**config.mk**
```make
export PLATFORM = sky130hd
export DESIGN_NAME = serial_adder
export DESIGN_NICKNAME = d
export VERILOG_FILES = /design/src/rtl/serial_adder_pkg.sv /design/src/rtl/serial_adder_full_adder.sv /design/src/rtl/serial_adder.sv
export SDC_FILE = /design/constraint.sdc
export NUM_CORES = 1
export LEC_CHECK = 0
export ABC_AREA = 0
export CAP_MARGIN = 10
export CORE_ASPECT_RATIO = 0.9
export CORE_UTILIZATION = 45
export DETAILED_ROUTE_END_ITERATION = 8
export GPL_TIMING_DRIVEN = 0
export PLACE_DENSITY_LB_ADDON = 0.15
export SETUP_SLACK_MARGIN = 0.5
export SLEW_MARGIN = 10
export SYNTH_ARGS = -nofsm -noshare
export SYNTH_HDL_FRONTEND = slang
export SYNTH_SLANG_ARGS = --single-unit
```
**constraint.sdc**
```tcl
create_clock -name clk -period 1.9 [get_ports clk]
set_input_delay 0.19 -clock clk [delete_from_list [all_inputs] [get_ports clk]]
set_output_delay 0.19 -clock clk [all_outputs]
set_load 0.005 [all_outputs]
```
**src/rtl/serial_adder_pkg.sv**
```systemverilog
// ============================================================================
// Module      : serial_adder_pkg
// Description : Shared state encoding and default width for the serial adder.
// Revision    : 1.0 - initial release
// ============================================================================
`default_nettype none

package serial_adder_pkg;

    localparam int c_DEFAULT_WIDTH = 8;

    typedef enum logic [1:0] {
        IDLE = 2'd0,
        RUN  = 2'd1,
        DONE = 2'd2
    } sa_state_t;

endpackage

`default_nettype wire

```
**src/rtl/serial_adder_full_adder.sv**
```systemverilog
// ============================================================================
// Module      : half_adder / full_adder
// Description : One-bit full adder from two half adders and an OR gate.
// Revision    : 1.0 - initial release
// ============================================================================
`default_nettype none

module half_adder (
    input  logic x,
    input  logic y,
    output logic s,
    output logic c
);

    xor u_xor (s, x, y);
    and u_and (c, x, y);

endmodule

module full_adder (
    input  logic x,
    input  logic y,
    input  logic c_in,
    output logic s,
    output logic c_out
);

    logic w_s0;
    logic w_c0;
    logic w_c1;

    half_adder u_ha0 (.x(x),    .y(y),    .s(w_s0), .c(w_c0));
    half_adder u_ha1 (.x(w_s0), .y(c_in), .s(s),    .c(w_c1));

    or u_or (c_out, w_c0, w_c1);

endmodule

`default_nettype wire

```
**src/rtl/serial_adder.sv**
```systemverilog
// ============================================================================
// Module      : serial_adder
// Description : Bit-serial LSB-first adder with valid/ready on both sides.
// Revision    : 1.0 - initial release
// ============================================================================
`default_nettype none

module serial_adder
    import serial_adder_pkg::*;
#(
    parameter int WIDTH = c_DEFAULT_WIDTH
) (
    input  logic             clk,
    input  logic             rst_n,
    input  logic             in_valid,
    output logic             in_ready,
    input  logic [WIDTH-1:0] a,
    input  logic [WIDTH-1:0] b,
    input  logic             c_in,
    output logic             out_valid,
    input  logic             out_ready,
    output logic [WIDTH-1:0] sum,
    output logic             c_out,
    output logic             busy
);

    localparam int                 c_CNT_W = $clog2(WIDTH) + 1;
    localparam logic [c_CNT_W-1:0] c_LAST  = c_CNT_W'(WIDTH - 1);

    sa_state_t          r_state;
    sa_state_t          w_next;
    logic [WIDTH-1:0]   r_sh_a;
    logic [WIDTH-1:0]   r_sh_b;
    logic [WIDTH-1:0]   r_result;
    logic [WIDTH-1:0]   w_result_nxt;
    logic               r_carry;
    logic [c_CNT_W-1:0] r_count;
    logic               w_s;
    logic               w_co;

    full_adder u_fa (
        .x    (r_sh_a[0]),
        .y    (r_sh_b[0]),
        .c_in (r_carry),
        .s    (w_s),
        .c_out(w_co)
    );

    // Sum bits enter at the MSB so after WIDTH shifts bit 0 lands in place.
    generate
        if (WIDTH == 1) begin : g_res_w1
            assign w_result_nxt = w_s;
        end else begin : g_res_wn
            assign w_result_nxt = {w_s, r_result[WIDTH-1:1]};
        end
    endgenerate

    always_ff @(posedge clk or negedge rst_n) begin
        if (!rst_n) begin
            r_state <= IDLE;
        end else begin
            r_state <= w_next;
        end
    end

    always_comb begin
        w_next    = r_state;
        in_ready  = 1'b0;
        out_valid = 1'b0;
        busy      = 1'b0;
        case (r_state)
            IDLE: begin
                in_ready = 1'b1;
                if (in_valid) begin
                    w_next = RUN;
                end
            end
            RUN: begin
                busy = 1'b1;
                if (r_count == c_LAST) begin
                    w_next = DONE;
                end
            end
            DONE: begin
                out_valid = 1'b1;
                if (out_ready) begin
                    w_next = IDLE;
                end
            end
            default: w_next = IDLE;
        endcase
    end

    always_ff @(posedge clk or negedge rst_n) begin
        if (!rst_n) begin
            r_sh_a   <= '0;
            r_sh_b   <= '0;
            r_result <= '0;
            r_carry  <= 1'b0;
            r_count  <= '0;
        end else if (r_state == IDLE) begin
            if (in_valid) begin
                r_sh_a  <= a;
                r_sh_b  <= b;
                r_carry <= c_in;
                r_count <= '0;
            end
        end else if (r_state == RUN) begin
            r_result <= w_result_nxt;
            r_carry  <= w_co;
            r_sh_a   <= r_sh_a >> 1;
            r_sh_b   <= r_sh_b >> 1;
            r_count  <= r_count + c_CNT_W'(1);
        end
    end

    assign sum   = r_result;
    assign c_out = r_carry;

endmodule

`default_nettype wire

```
==> run summary <==
Switching portion of total power: 0.330
Vias in the first global route: 1132
FMAX: 0.711 GHz
Initial DRC count: 77
Routed WL: 3150 microns
Final WS setup: 0.494 ns
Pin count of the biggest net entering global routing: 32
Fin. max-slew vios: 0
Core footprint: 0.00314 sq mm
Synth Register Bits: 31
DR pass1 iterations: 4
Seq pwr share: 0.364
Grt ovf: 0
CTS Buffer Depth: 2
Worst setup path class: register to primary output
Die Ht: 57.2 microns
Final setup viols: 0
Share of the synthesized area in the top cell type: 0.509
Clock sink count: 31
Post-Syn Nets: 165
H-tree Lvls: 2
Rel. slew slack: 0.527
Max Cap Viol: 0
Cell internal pwr: 2.03 mW
Finished layout cell area: 0.00213 sq mm
Share of post-route cells with drive strength above 1: 0.298
I/O pin total: 33
Yosys warns: 0
Post-route clock skew: 0.00234 ns
Sequential element share of the synthesized area: 0.509
Worst Setup End Kind: primary output
Post-synthesis compound-gate area fraction: 0.232
Synth Area in XOR/XNOR: 0
Antenna diodes: 0
Mapped cell area: 0.00153 sq mm
Area leader, netlist: dfrtp_1
Top FF cell, synth: dfrtp_1
Die X: 63.4 microns
Die area: 0.00363 sq mm
Largest family of logic cells by synthesized area: compound AO/OA/AOI/OAI gates
Leakage: 0.970 nW
Adder-cell share of the synthesized area: 0.0213
Synthesized instance count: 142
IO buf count: 32
Clock power share: 0.219
Antenna violations before repair: 0
Pre-CTS WS: 0.249 ns
Fin nets: 213
Final hold violations: 0
Slew @ Worst Pin: 0.709 ns
Syn avg cell area: 10.7 sq um
VDD IR-drop max: 0.649 mV
Non-Filler Instances: 233
Combinational power share: 0.417
Worst-Skew Late Latency: 0.28 ns
Crit path required time: 1.71 ns
Placer Congestion: 0.724
Synth top cells by count: nand2_1 (42), dfrtp_1 (31), a22oi_2 (11)
Placed cells: 216
Total GRT Usage: 0.187
DP Wirelength: 2070 microns
Top post-synthesis cells by area: dfrtp_1 (51%), nand2_1 (10%), a22oi_2 (9.0%)
Tcrit/Tclk final: 0.740
Root Driver: clkbuf_8
Post-route DRC: 0
Setup TNS Final: 0 ns
Mux cell area share after synthesis: 0.00738
Total power: 3.03 mW
Num CTS Buffers: 5
Status: completed
Via/cell ratio: 5.18
Starting density of the core: 0.486
Startpoint types: register
Avg WL per Cell: 13.5 microns
ANT nets after route: 0
Area growth syn-to-layout: 40.0%
Num rows: 19
Most common cell in the netlist: nand2_1
Net switching power: 998 uW
Hold WS: 0.483 ns
Synth async-reset ratio: 1.00
Post-Place Cell Area: 0.00189 sq mm
Worst hold path class: register to register
Pwr dens: 1420 mW/mm^2
CP arrival: 1.22 ns
Minimum clock period: 1.41 ns
EDFF count, synth: 0
Peak fanout along the critical path: 4
Post-Synth Simple-Gate Area: 0.172
Post-layout util: 0.680
Cell variety after synth: 28
Routed via count: 1206
First-pass GRT wire length: 5090 microns
Clock transition at path regs: 0.06 ns
RSZ-0062 raised after global routing: true
CTS tree: yes
area by class of cell:
class | count | area (sq um)
timing repair buffer | 41 | 384
clock buffer | 6 | 82.6
multi-input combinational | 101 | 683
inverter | 1 | 3.75
tap | 42 | 52.6
clock inverter | 2 | 35.0
buffer | 9 | 118
fill | 263 | 1000
sequential | 31 | 776
cell families after synthesis:
| group | Yosys count |
|---|---|
| fa+ha+maj | 2 |
| mux | 1 |
| compound gates | 41 |
| buf+inv | 10 |
| flops | 31 |
| simple gates | 57 |
sequential cells by signal, indices dropped and copies added, names as in the netlist:
signal / count
r_sh_a: 8
r_count: 4
r_state: 2
c_out: 1
r_sh_b: 8
sum: 8
routing by layer:
| layer | routed length, microns | vias to the layer above | global-route usage |
|---|---|---|---|
| li1 | - | 578 | - |
| met1 | 1350 | 592 | 0.237 |
| met2 | 1660 | 31 | 0.305 |
| met3 | 105 | 5 | 0.0600 |
| met4 | 29 | 0 | 0.0584 |
| met5 | 0 | - | 0 |
worst max-delay path: stages (launching register included):
cell and delay (ns):
dfrtp_1 0.40, buf_6 0.13, buf_12 0.12, buf_12 0.12
nor2_4 0.06, buf_2 0.11
path summary, 6_finish.rpt:
path | depth (start not counted) | start | end | slack, ns
max | 5 | r_state[1] | in_ready | 0.49
min | 2 | r_sh_b[4] | r_sh_b[4] | 0.48
max reg2reg | 6 | r_state[1] | r_count[3] | 0.52
min reg2reg | 2 | r_sh_b[4] | r_sh_b[4] | 0.48
max in group asynchronous | 2 | rst_n | r_sh_b[5] | 0.95
min in group asynchronous | 2 | rst_n | r_count[0] | 0.49
power by group through the flow:
| stage | sequential [mW] | clock, mW | combinational [mW] |
|---|---|---|---|
| after detailed placement | 1.11 | 0 | 1.13 |
| after CTS | 1.10 | 0.684 | 1.20 |
| after floorplan | 1.08 | 0 | 0.747 |
| after global placement | 1.10 | 0 | 1.09 |
| after global routing | 1.14 | 0.716 | 1.39 |
| final | 1.10 | 0.663 | 1.26 |
what timing repair did:
action,4_1_cts,5_1_grt
resized for setup,12,15
buffers inserted,3,5
pin swaps,0,1
endpoints found under the hold margin,31,0
gates cloned,0,0
endpoints found under the setup margin,3,4
hold buffers,1,0
cells in the final DEF, fill, tap and decap left out:
master and n:
nor2_1 1, buf_6 7, fa_1 1, clkinv_2 1
nand2_1 42, bufinv_16 1, a22o_1 2, nor2b_4 2
buf_12 3, o31ai_2 1, mux2_1 1, a22oi_2 11
inv_2 1, nand2b_1 1, nor2_4 1, clkdlybuf4s50_1 27
and2_1 1, o21bai_2 1, dfrtp_1 31, nand4b_1 1
dlygate4sd3_1 1, dlymetal6s2s_1 1, nand3_1 1, ha_1 1
o21ai_2 10, and3b_1 2, a21oi_1 4, o21ai_1 7
nor2b_1 2, nand2b_4 1, buf_2 3, o21ai_0 2
clkbuf_2 2, a22oi_1 3, buf_4 6, clkbuf_8 6
and2b_1 2
(Power assumes the default switching activity.)
